===== src/rtl/uart_cmd_pkg.sv =====
// Shared constants and FSM state type for the UART command bridge.
package uart_cmd_pkg;

  localparam logic [7:0] OpWrite   = 8'h01;
  localparam logic [7:0] OpRead    = 8'h02;
  localparam logic [7:0] OpEnable  = 8'h03;
  localparam logic [7:0] OpDisable = 8'h04;
  localparam logic [7:0] AckByte   = 8'hAA;

  typedef enum logic [2:0] {
    StIdle,
    StAddr,
    StDhi,
    StDlo,
    StReq,
    StAccess,
    StCapture,
    StResp
  } state_e;

endpackage


===== src/rtl/uart_cmd_bridge.sv =====
// Decodes UART command frames into neuron-memory reads/writes and sys_en control,
// and returns acknowledge or read-data bytes over a valid/ready transmit port.
module uart_cmd_bridge
  import uart_cmd_pkg::*;
#(
  parameter int unsigned NEURON_NUMBER = 256,
  parameter int unsigned NEUR_WIDTH    = 13,
  parameter int unsigned GAP_CYCLES    = 100000,
  parameter bit          SYS_EN_RST    = 1'b1,
  localparam int unsigned AW           = $clog2(NEURON_NUMBER)
) (
  input  logic                  clk,
  input  logic                  reset,
  input  logic                  rx_valid,
  input  logic [7:0]            rx_data,
  output logic                  ext_req,
  input  logic                  ext_ack,
  output logic                  ext_we,
  output logic                  ext_re,
  output logic [AW-1:0]         ext_neur_addr,
  output logic [NEUR_WIDTH-1:0] ext_neur_data_in,
  input  logic [NEUR_WIDTH-1:0] ext_neur_data_out,
  output logic                  sys_en,
  output logic [7:0]            tx_data,
  output logic                  tx_valid,
  input  logic                  tx_ready,
  output logic                  cmd_err
);

  localparam int unsigned GW = $clog2(GAP_CYCLES + 1);

  state_e                state_q, state_d;
  logic                  is_write_q, is_write_d;
  logic [GW-1:0]         gap_q, gap_d;
  logic [AW-1:0]         addr_q, addr_d;
  logic [7:0]            data_hi_q, data_hi_d;
  logic [NEUR_WIDTH-1:0] wdata_q, wdata_d;
  logic [7:0]            rlo_q, rlo_d;
  logic                  more_q, more_d;
  logic                  tx_valid_q, tx_valid_d;
  logic [7:0]            tx_data_q, tx_data_d;
  logic                  sys_en_q, sys_en_d;
  logic                  err_q, err_d;

  logic                  in_frame, busy, timeout;
  logic [15:0]           rd16, wd16;

  assign in_frame = (state_q == StAddr) || (state_q == StDhi) || (state_q == StDlo);
  assign busy     = (state_q == StReq) || (state_q == StAccess) ||
                    (state_q == StCapture) || (state_q == StResp);
  assign timeout  = in_frame && !rx_valid && (gap_q >= GW'(GAP_CYCLES - 1));
  assign rd16     = 16'(ext_neur_data_out);
  assign wd16     = {data_hi_q, rx_data};

  always_comb begin
    state_d    = state_q;
    is_write_d = is_write_q;
    addr_d     = addr_q;
    data_hi_d  = data_hi_q;
    wdata_d    = wdata_q;
    rlo_d      = rlo_q;
    more_d     = more_q;
    tx_valid_d = tx_valid_q;
    tx_data_d  = tx_data_q;
    sys_en_d   = sys_en_q;
    err_d      = 1'b0;
    // Gap counter saturates at the timeout point and clears on any byte or frame exit.
    gap_d      = (in_frame && !rx_valid && !timeout) ? gap_q + GW'(1) : '0;

    if (busy && rx_valid) err_d = 1'b1;

    unique case (state_q)
      StIdle: begin
        if (rx_valid) begin
          case (rx_data)
            OpWrite, OpRead: begin
              is_write_d = (rx_data == OpWrite);
              state_d    = StAddr;
            end
            OpEnable, OpDisable: begin
              sys_en_d   = (rx_data == OpEnable);
              tx_valid_d = 1'b1;
              tx_data_d  = AckByte;
              more_d     = 1'b0;
              state_d    = StResp;
            end
            default: err_d = 1'b1;
          endcase
        end
      end
      StAddr, StDhi, StDlo: begin
        if (rx_valid) begin
          if (state_q == StAddr) begin
            addr_d  = rx_data[AW-1:0];
            state_d = is_write_q ? StDhi : StReq;
          end else if (state_q == StDhi) begin
            data_hi_d = rx_data;
            state_d   = StDlo;
          end else begin
            wdata_d = wd16[NEUR_WIDTH-1:0];
            state_d = StReq;
          end
        end else if (timeout) begin
          err_d   = 1'b1;
          state_d = StIdle;
        end
      end
      StReq: begin
        if (ext_ack) state_d = StAccess;
      end
      StAccess: begin
        if (is_write_q) begin
          tx_valid_d = 1'b1;
          tx_data_d  = AckByte;
          more_d     = 1'b0;
          state_d    = StResp;
        end else begin
          state_d = StCapture;
        end
      end
      StCapture: begin
        rlo_d      = rd16[7:0];
        tx_data_d  = rd16[15:8];
        tx_valid_d = 1'b1;
        more_d     = 1'b1;
        state_d    = StResp;
      end
      StResp: begin
        if (tx_valid_q && tx_ready) begin
          if (more_q) begin
            tx_data_d = rlo_q;
            more_d    = 1'b0;
          end else begin
            tx_valid_d = 1'b0;
            state_d    = StIdle;
          end
        end
      end
      default: state_d = StIdle;
    endcase
  end

  always_ff @(posedge clk) begin
    if (reset) begin
      state_q    <= StIdle;
      is_write_q <= 1'b0;
      gap_q      <= '0;
      addr_q     <= '0;
      data_hi_q  <= '0;
      wdata_q    <= '0;
      rlo_q      <= '0;
      more_q     <= 1'b0;
      tx_valid_q <= 1'b0;
      tx_data_q  <= '0;
      sys_en_q   <= SYS_EN_RST;
      err_q      <= 1'b0;
    end else begin
      state_q    <= state_d;
      is_write_q <= is_write_d;
      gap_q      <= gap_d;
      addr_q     <= addr_d;
      data_hi_q  <= data_hi_d;
      wdata_q    <= wdata_d;
      rlo_q      <= rlo_d;
      more_q     <= more_d;
      tx_valid_q <= tx_valid_d;
      tx_data_q  <= tx_data_d;
      sys_en_q   <= sys_en_d;
      err_q      <= err_d;
    end
  end

  assign ext_req          = (state_q == StReq) || (state_q == StAccess) || (state_q == StCapture);
  assign ext_we           = (state_q == StAccess) && is_write_q;
  assign ext_re           = (state_q == StAccess) && !is_write_q;
  assign ext_neur_addr    = addr_q;
  assign ext_neur_data_in = wdata_q;
  assign sys_en           = sys_en_q;
  assign tx_data          = tx_data_q;
  assign tx_valid         = tx_valid_q;
  assign cmd_err          = err_q;

endmodule


===== config.mk =====
export PLATFORM = sky130hd
export DESIGN_NAME = uart_cmd_bridge
export DESIGN_NICKNAME = d
export VERILOG_FILES = /design/src/rtl/uart_cmd_pkg.sv /design/src/rtl/uart_cmd_bridge.sv
export SDC_FILE = /design/constraint.sdc
export NUM_CORES = 1
export LEC_CHECK = 0
export ABC_AREA = 1
export BUFFER_PORTS_ARGS = -buffer_cell sky130_fd_sc_hd__buf_2
export CAP_MARGIN = 20
export CORE_MARGIN = 2
export CORE_UTILIZATION = 45
export CTS_CLUSTER_SIZE = 25
export DETAILED_ROUTE_END_ITERATION = 10
export GPL_TIMING_DRIVEN = 0
export PLACE_DENSITY = 0.69
export SYNTH_ARGS = -nofsm -noshare
export SYNTH_HDL_FRONTEND = slang
export SYNTH_SLANG_ARGS = --single-unit
export TNS_END_PERCENT = 1

===== constraint.sdc =====
create_clock -name clk -period 1.45 [get_ports clk]
set_input_delay 0.0725 -clock clk [delete_from_list [all_inputs] [get_ports clk]]
set_output_delay 0.0725 -clock clk [all_outputs]
set_load 0.02 [all_outputs]

==> results.yml, run 1 <==
synthesis:
  synth_warnings: 0
  synth_area_leader_cell: "dfxtp_1"
  ys_async_sr_fraction: 0
  synth_cells: 418
  syn_area_per_cell_um2: 7.160
  syn_nets: 445
  synth-seq-area-share: 0.4482
  ys_types: 38
  ys.flop_type: "dfxtp_1"
  synth.area.top_cells: "dfxtp_1 45%, nor2_1 11%, nand2_1 8.4%"
  syn_area_mm2: 0.002993
  synth_top_area_share: 0.4482
  synth_edf_count: 0
  synth_seq_cells: 67
timing:
  min_period_ns: 1.494
  max_slew.worst_pin.slew_ns: 0.5611
  maxSlewViolCount: 0
  fin_skew_ns: 0.01488
  final.period_utilization: 1.030
  slew_headroom: 0.6259
  fmax_mhz: 669.6
  setup_slack_ns: -0.04351
  rsz0062_at_grt: "yes"
  setup_viol: 16
  hold_violations: 0
die:
  die_x_um: 85.55
  core-area_mm2: 0.006386
  num_rows: 29
  pin_count: 61
  die_h_um: 85.55
  dieArea_mm2: 0.007319
  start_util: 0.4687
cells_and_area:
  fillCellCount: 568
  layout-drive-gt1-share: 0.3243
  syn2layout_area_growth_pct: 35.95
  instances_no_fill: 592
  nNetsFinal: 538
  final_common_cell: "nor2_1"
  final_area_mm2: 0.004069
  utilization: 0.6371
  n_antenna_cell: 0
  final_cell_mix: "73 x nor2_1, 60 x dfxtp_1, 58 x buf_2, 55 x nand2_1, 39 x o21ai_0"
critical_path:
  required_ns: 1.73
  r2r_setup_slack_ns: -0.04
  endpoint: "tx_data[5]"
  r2r_start: "state_q[2]"
  reg2reg_depth: 10
  critPathKind: "reg2reg"
  critPathCaptureType: "flop"
  crit_arrival_ns: 1.78
  worst_r2r_endpoint: "tx_data[5]"
  path_max_fanout: 6
  cp-start-kind: "flop"
  crit_start: "state_q[2]"
min_path:
  hp-class: "in2reg"
place:
  place_hpwl_um: 5116
  portBuffers: 60
  dp_cells: 555
  placed_cell_area_mm2: 0.003402
  place_congestion: 0.8446
clocking:
  clk_root_buffer_cell: "clkbuf_8"
  clk_latency_ns: 0.35
  cts.sinks: 67
  cts.path.max_buffers: 2
  cts_inserted_buffers: 9
  htree_levels: 3
  cts_tree: "built"
  clk_pin_slew_worst_paths_ns: 0.07
detailed_routing:
  drt_drc_violations_left: 0
  via_per_inst: 5.093
  vias: 3015
  wirelength_um: 7865
  drt_iter0_drc: 196
  drtPass1Iterations: 4
  wl_per_cell_um: 13.29
  ant_nets: 0
global_route:
  overflow: 0
  grt_pass1_wl_um: 12610
  grt_max_degree: 12
  grtUsageTotal: 0.2156
  antenna_found_initial: 0
  grt_pass1_vias: 2810
pwr:
  ir_drop_mv: 1.478
  total_leakage_power_nw: 1.837
  powerDensity_mw_per_mm2: 1656
status:
  violations: "negative setup slack"
  outcome: "finished, violations left"
job:
  cap_violations: 0
-- Yosys cell counts, types with 2 or more instances --
cell	count
nand2_2	3
o22a_1	2
xnor2_1	3
o21a_1	2
a21oi_1	34
dfxtp_1	67
nor2_1	88
a22o_1	3
nand3_1	17
nand2_1	67
or2_2	2
nor2_2	2
clkbuf_1	5
buf_2	3
inv_2	3
o21ai_0	41
clkinv_1	2
inv_1	38
nor2_4	2
o211ai_1	2
nor3_1	5
nand4_1	8
xor2_1	4
-- area by class of cell --
cell class / count / area (um2) / share of cell area
Tap cell: 77 / 96.34 / 0.02368
Multi-Input combinational cell: 297 / 1655 / 0.4068
Clock inverter: 5 / 78.83 / 0.01937
Clock buffer: 10 / 127.6 / 0.03137
Inverter: 43 / 168.9 / 0.04151
Buffer: 11 / 80.08 / 0.01968
Timing Repair Buffer: 82 / 506.7 / 0.1245
Sequential cell: 67 / 1355 / 0.3330
-- how the worst min path moves through the flow --
| stage | cells past startpoint | from | slack [ns] | endpoint |
|---|---|---|---|---|
| CTS | 2 | reset | 0.005 | tx_data[6] |
| global placement | 3 | ext_neur_data_out[2] | 0.33 | rlo_q[2] |
| finish | 3 | rx_data[5] | 0.02 | ext_neur_data_in[5] |
| floorplan | 1 | reset | 0.13 | tx_data[6] |
| global route | 3 | rx_data[5] | 0.03 | ext_neur_data_in[5] |
| detailed placement | 3 | ext_neur_data_out[2] | 0.34 | rlo_q[2] |
-- where the power goes --
group          internal [mW]  switching [mW]  leakage, nW
combinational           1.09            1.64         1.18
sequential              2.16           0.179        0.548
clock                  0.956           0.709        0.106
-- timing repair --
item                       in CTS  in global routing
hold endpoints to repair        5                  0
hold buffers                    5                  0
gates cloned                    2                  0
buffers inserted               12                  3
gates resized for setup        46                 38
pin swaps                       7                 11
setup endpoints to repair      60                 60
-- stage by stage --
step / worst slack (ns) / setup TNS, ns / hold slack (ns) / power (mW)
6_report: -0.04351 / -0.3093 / 0.01565 / 6.737
5_1_grt: -0.1442 / -3.388 / 0.03316 / 7.134
4_1_cts: -0.02976 / -0.1946 / 0.004782 / 6.473
3_5_place_dp: -0.2895 / -8.090 / 0.3398 / 4.383
3_3_place_gp: -0.2691 / -7.135 / 0.3252 / 4.354
2_1_floorplan: -0.01881 / -0.1166 / 0.1349 / 3.831
-- cells by family after synthesis --
| group | synth area share |
|---|---|
| and+or+nand+nor | 0.2906 |
| AOI/OAI and AO/OA | 0.1626 |
| DFF | 0.4482 |
| buffers and inverters | 0.07400 |
| xor gates and xnor gates | 0.02049 |
| adders and majority gates | 0.004180 |
-- state kept, by name, indices dropped and copies added, names as in the netlist, 3 cells and up --
name,flops
ext_neur_addr,8
tx_data,8
state_q,3
ext_neur_data_in,13
rlo_q,8
gap_q,17
data_hi_q,5
-- metal layers --
layer	up-vias	part of all wire	GRT usage
li1	1558	-	-
met1	1362	0.47	0.2889
met2	78	0.45	0.3324
met3	17	0.056	0.04716
met4	0	0.025	0.1010
met5	-	0	0
-- worst max-delay path: stages (launching register included) --
cell        delay (ns)
dfxtp_2           0.32
buf_6             0.13
clkinvlp_4        0.16
nand3_2           0.12
nand2_2           0.07
nor2_4            0.11
nand4_4           0.15
buf_8             0.18
nand2_2           0.04
nand2_1           0.04
nor2_1            0.11
(Power assumes the default switching activity.)
==> run 2: changes to the inputs <==
- ABC_AREA: 1 -> not set
==> run 2 against run 1 <==
Effect of this change: the run still ends with negative setup slack left; register-to-register slack lost 0.24 ns; sequential power shrank 21%; count of clock-buffer cells in the layout is the same; global-route usage shrank 0.50 points; clock skew shrank 0.0086 ns; largest power group is now sequential cells; highest routed layer unchanged.
==> results.yml, run 2 <==
status:
  outcome: "finished, violations left"
  violations: "negative setup slack"
global_route:
  grt_max_degree: 13
  grt_pass1_vias: 2632
  overflow: 0
  grtUsageTotal: 0.2107
  antenna_found_initial: 0
  grt_pass1_wl_um: 12470
timing:
  setup_viol: 47
  hold_violations: 0
  final.period_utilization: 1.196
  max_slew.worst_pin.slew_ns: 0.6266
  rsz0062_at_grt: "yes"
  setup_slack_ns: -0.2847
  min_period_ns: 1.735
  fin_skew_ns: 0.006266
  fin_setup_tns_ns: -7.570
  maxSlewViolCount: 0
  slew_headroom: 0.5823
  holdWs_ns: 0.01145
  fmax_mhz: 576.5
clocking:
  cts_tree: "built"
  clk_latency_ns: 0.35
  htree_levels: 3
  clk_pin_slew_worst_paths_ns: 0.07
  cts.path.max_buffers: 2
  clk_root_buffer_cell: "clkbuf_8"
  cts.sinks: 67
  cts_inserted_buffers: 9
die:
  die_h_um: 86.34
  pin_count: 61
  die_x_um: 86.34
  core-area_mm2: 0.006681
  start_util: 0.4566
  num_rows: 30
  dieArea_mm2: 0.007454
pwr:
  p_int_mw: 2.937
  power_frac_clock: 0.462
  pwr-share-comb: 0.055
  switching_share: 0.2291
  p_switching_uw: 872.9
  seq_power_share: 0.483
  ir_drop_mv: 0.7369
  powerDensity_mw_per_mm2: 886.5
  total_leakage_power_nw: 1.575
detailed_routing:
  drtPass1Iterations: 4
  wirelength_um: 8011
  drt_drc_violations_left: 0
  vias: 2883
  via_per_inst: 5.309
  drt_iter0_drc: 131
  wl_per_cell_um: 14.75
  ant_nets: 0
synthesis:
  synth-seq-area-share: 0.4397
  ys_async_sr_fraction: 0
  ys_types: 51
  synth_top_area_share: 0.4397
  ys.flop_type: "dfxtp_1"
  synth_seq_cells: 67
  synth_cells: 369
  yosysMostFrequentCell: "nand2_1"
  syn_area_per_cell_um2: 8.267
  synth_area_leader_cell: "dfxtp_1"
  synth_common_cells: "73 x nand2_1, 67 x dfxtp_1, 40 x a21oi_1, 35 x nor2_1, 14 x nand3_1"
  synth_edf_count: 0
  syn_nets: 396
  syn_area_mm2: 0.003050
  synth_warnings: 0
  synth.area.top_cells: "dfxtp_1 44%, nand2_1 9.0%, a21oi_1 6.6%"
critical_path:
  path_max_fanout: 9
  crit_arrival_ns: 2.02
  cp-start-kind: "flop"
  reg2reg_depth: 6
  r2r_start: "state_q[2]"
  critPathKind: "reg2reg"
  required_ns: 1.73
  critPathCaptureType: "flop"
  crit_start: "state_q[2]"
cells_and_area:
  syn2layout_area_growth_pct: 40.89
  fillCellCount: 579
  n_antenna_cell: 0
  nNetsFinal: 485
  layout-drive-gt1-share: 0.3715
  final_cell_mix: "71 x nand2_1, 59 x dfxtp_1, 57 x buf_2, 34 x a21oi_1, 18 x nor2_1"
  final_area_mm2: 0.004298
  largest_register_ffs: 17
  instances_no_fill: 543
  top_register: "gap_q"
  final_common_cell: "nand2_1"
place:
  placed_cell_area_mm2: 0.003475
  dp_slack_ns: -0.3363
  place_hpwl_um: 5190
  dp_cells: 507
  place_congestion: 0.8187
  portBuffers: 58
min_path:
  whs_path_depth: 3
  hp-class: "in2reg"
  min_from: "rx_data[7]"
job:
  cap_violations: 0
-- run 2: changes by cell type in the layout (fill, tap and decap cells not counted), sizes merged, moves of 4 or more --
cell | previous run | this run
nor2 | 92 | 37
inv | 40 | 7
o21ai | 41 | 11
mux2i | 0 | 11
nor2b | 0 | 9
a21oi | 35 | 40
and3 | 0 | 5
clkbuf | 14 | 19
nand4 | 9 | 4
nor4 | 0 | 5
or3 | 1 | 6
xor2 | 4 | 9
nand3 | 18 | 14
-- run 2: final timing paths --
check	end	slack [ns]
worst min register to register	ext_neur_addr[1]	0.45
worst max-delay path	tx_data[2]	-0.28
worst max register to register	tx_data[2]	-0.28
worst min-delay path	ext_neur_addr[7]	0.01
-- run 2: critical path, stage by stage (launching register included) --
cell	delay, ns
dfxtp_2	0.33
buf_8	0.14
a21boi_4	0.15
a211oi_4	0.31
o221ai_4	0.22
or3_4	0.42
a21oi_2	0.11
-- run 2: logic make-up (layout without fill, tap and decap cells) --
family / count (synthesis) / count (layout) / share of synthesized area
xor+xnor: 14 / 14 / 0.04020
mux: 11 / 11 / 0.03610
fa+ha+maj: 1 / 1 / 0.004101
flops: 67 / 67 / 0.4397
simple gates: 175 / 175 / 0.2818
compound gates: 71 / 71 / 0.1464
buf+inv: 30 / 124 / 0.05168
-- run 2: layout make-up --
type / instances / area [um2] / area share
inverter: 7 / 28.78 / 0.006696
timing repair buffer: 78 / 515.5 / 0.1199
sequential: 67 / 1359 / 0.3162
clock inverter: 6 / 88.84 / 0.02067
clock buffer: 10 / 137.6 / 0.03202
buffer: 23 / 210.2 / 0.04891
multi-input combinational: 272 / 1858 / 0.4323
tap: 80 / 100.1 / 0.02329
-- run 2: power by group through the flow --
stage / sequential [mW] / clock [mW] / combinational [mW]
finish: 1.84 / 1.76 / 0.209
global route: 1.84 / 1.86 / 0.225
CTS: 1.84 / 1.78 / 0.194
detailed placement: 1.89 / 0 / 0.162
floorplan: 1.89 / 0 / 0.0841
global placement: 1.89 / 0 / 0.161
-- run 2: repair_timing --
item,in CTS,in global routing
cloned,1,0
setup buffers,6,5
endpoints found under the setup margin,67,66
hold buffers,8,0
hold endpoints to repair,8,0
resized for setup,65,47
pin swaps,27,13
-- run 2: layer usage --
metal	global-route usage	vias to the layer above	wire, um
li1	-	1446	-
met1	0.2622	1348	3355
met2	0.3580	73	4113
met3	0.04667	16	398
met4	0.07528	0	144
met5	0	-	0
-- run 2: stage by stage --
| stage | total power, mW | utilization |
|---|---|---|
| 6_report | 3.810 | 0.6433 |
| 5_1_grt | 3.931 | 0.6433 |
| 4_1_cts | 3.819 | 0.6110 |
| 3_5_place_dp | 2.051 | 0.5200 |
| 3_3_place_gp | 2.050 | 0.5200 |
| 2_1_floorplan | 1.977 | - |
==> run 3: changes to the inputs <==
- BUFFER_PORTS_ARGS: -buffer_cell sky130_fd_sc_hd__buf_2 -> not set
- CORE_MARGIN: 2 -> not set
- DONT_BUFFER_PORTS: not set -> 1
- PLACE_DENSITY: 0.69 -> 0.61
==> run 3 against run 2 <==
Effect of this change: the run ends with design-rule violations, negative setup slack left; power shrank 3.8%; largest power group unchanged; clock power is 7% lower; core utilization fell by 2.9 points; global-route usage rose by 1.9 points; critical path depth did not move; combinational power shrank 14%; cell count down 10%; sequential share of layout area increased by 2.5 points; via count shrank 7.1%; critical path type unchanged; first-iteration DRC count is 0.76% higher; non-clock buffer count decreased by 54.
==> results.yml, run 3 (synthesized netlist as in run 2, its figures left out) <==
status:
  outcome: "finished, violations left"
  violations: "design-rule violations, negative setup slack"
clocking:
  clk_latency_ns: 0.35
  cts_inserted_buffers: 9
  cts_tree: "built"
  cts.path.max_buffers: 2
  clk_root_buffer_cell: "clkbuf_8"
  clk_pin_slew_worst_paths_ns: 0.07
  cts.sinks: 67
  htree_levels: 3
critical_path:
  worst_path_max_delay_cell: "or3_1"
  path_max_fanout: 9
  required_ns: 1.73
  max_stage_delay_ns: 0.36
  cp-start-kind: "flop"
  path_cells: "buf_8, and2_4, a211oi_4, o221ai_4, or3_1, a21oi_1"
  crit_arrival_ns: 1.97
  critPathCaptureType: "flop"
  critPathKind: "reg2reg"
timing:
  min_period_ns: 1.693
  setup_viol: 45
  fin_setup_tns_ns: -6.078
  hold_violations: 0
  final.period_utilization: 1.168
  max_slew.worst_pin.slew_ns: 0.6331
  slew_headroom: 0.5779
  fin_skew_ns: 0.008558
  maxSlewViolCount: 0
  fmax_mhz: 590.7
  rsz0062_at_grt: "yes"
  holdWs_ns: 0.004882
  setup_slack_ns: -0.2429
die:
  core-area_mm2: 0.006459
  die_h_um: 84.34
  die_x_um: 84.34
  start_util: 0.4723
  pin_count: 61
  num_rows: 29
  dieArea_mm2: 0.007112
job:
  cap_violations: 0
cells_and_area:
  nNetsFinal: 431
  final_cell_mix: "70 x nand2_1, 59 x dfxtp_1, 37 x a21oi_1, 18 x nor2_1, 15 x dlygate4sd3_1"
  top_register: "gap_q"
  final_common_cell: "nand2_1"
  layout-drive-gt1-share: 0.2518
  utilization: 0.6147
  n_antenna_cell: 0
  largest_register_ffs: 17
  fillCellCount: 564
  syn2layout_area_growth_pct: 30.15
min_path:
  hp-class: "in2reg"
pwr:
  ir_drop_mv: 0.7297
  powerDensity_mw_per_mm2: 923.5
  total_leakage_power_nw: 1.272
detailed_routing:
  drt_iter0_drc: 132
  wl_per_cell_um: 15.72
  drt_drc_violations_left: 2
  drtPass1Iterations: 7
  routed.top_layer: "met4"
  ant_nets: 0
  met2_length_um: 3509
  dr_wl_met3_um: 450
  wirelength_um: 7642
  vias: 2678
  wl_met1_um: 3513
  via_per_inst: 5.510
global_route:
  grt_pass1_vias: 2640
  grt_pass1_wl_um: 12790
  grtUsageTotal: 0.2297
  antenna_found_initial: 0
  grt_max_degree: 12
  overflow: 0
place:
  portBuffers: 0
  place_congestion: 0.8386
  place_hpwl_um: 5103
[run 3: cell types whose count changed in the layout (fill, tap and decap cells not counted), sizes merged]
cell / delta
buf: -61
dlygate4sd3: +7
clkbuf: +3
clkinv: -2
bufinv: -1
[run 3: path summary, 6_finish.rpt]
check	from	end	slack (ns)	cells past startpoint
worst max-delay path	state_q[0]	tx_data[0]	-0.24	6
worst min-delay path	reset	state_q[0]	0.005	3
worst max register to register	state_q[0]	tx_data[0]	-0.24	6
worst min register to register	rlo_q[4]	rlo_q[4]	0.46	2
[run 3: final cells by class]
| class | count | area [um2] | share of cell area |
|---|---|---|---|
| multi-input cells | 272 | 1813 | 0.4567 |
| well taps | 77 | 96.34 | 0.02427 |
| flip-flops and latches | 67 | 1356 | 0.3416 |
| inverters | 7 | 26.28 | 0.006618 |
| clock buffers | 13 | 168.9 | 0.04255 |
| repair buffers | 24 | 261.5 | 0.06587 |
| plain buffers | 23 | 202.7 | 0.05106 |
| clock inverters | 3 | 45.04 | 0.01135 |
[run 3: per-stage QoR]
step / instances / instance area, um2 / setup slack (ns) / power [mW]
2_1_floorplan: 369 / 3084 / -0.1046 / 1.977
3_3_place_gp: 446 / 3181 / -0.4059 / 2.005
3_5_place_dp: 446 / 3181 / -0.3841 / 2.007
4_1_cts: 485 / 3861 / -0.2315 / 3.693
5_1_grt: 486 / 3970 / -0.3560 / 3.810
6_report: 486 / 3970 / -0.2429 / 3.667
[run 3: power breakdown]
group | leakage, nW | switching, mW | internal (mW)
clock | 0.102 | 0.703 | 0.936
sequential | 0.544 | 0.00832 | 1.84
combinational | 0.626 | 0.103 | 0.0752
total | 1.27 | 0.815 | 2.85
[run 3: metal layers]
layer,GRT usage,vias to the layer above
met4,0.07858,0
met3,0.07080,19
li1,-,1340
met1,0.2938,1261
met5,0,-
met2,0.3696,58
[run 3: repair_timing]
action,CTS,global route
endpoints found under the hold margin,23,2
pin swaps,28,4
gates resized for setup,65,32
hold buffers,14,1
buffers inserted,8,0
cloned,1,0
endpoints found under the setup margin,64,66
[run 3: worst max-delay path, delay by kind of cell, from the launching register on]
| kind | cells | cell delay (ns) |
|---|---|---|
| AND/OR/NAND/NOR | 2 | 0.53 |
| AO/OA/AOI/OAI | 3 | 0.63 |
| buffers and inverters | 1 | 0.14 |
| flip-flops | 1 | 0.32 |
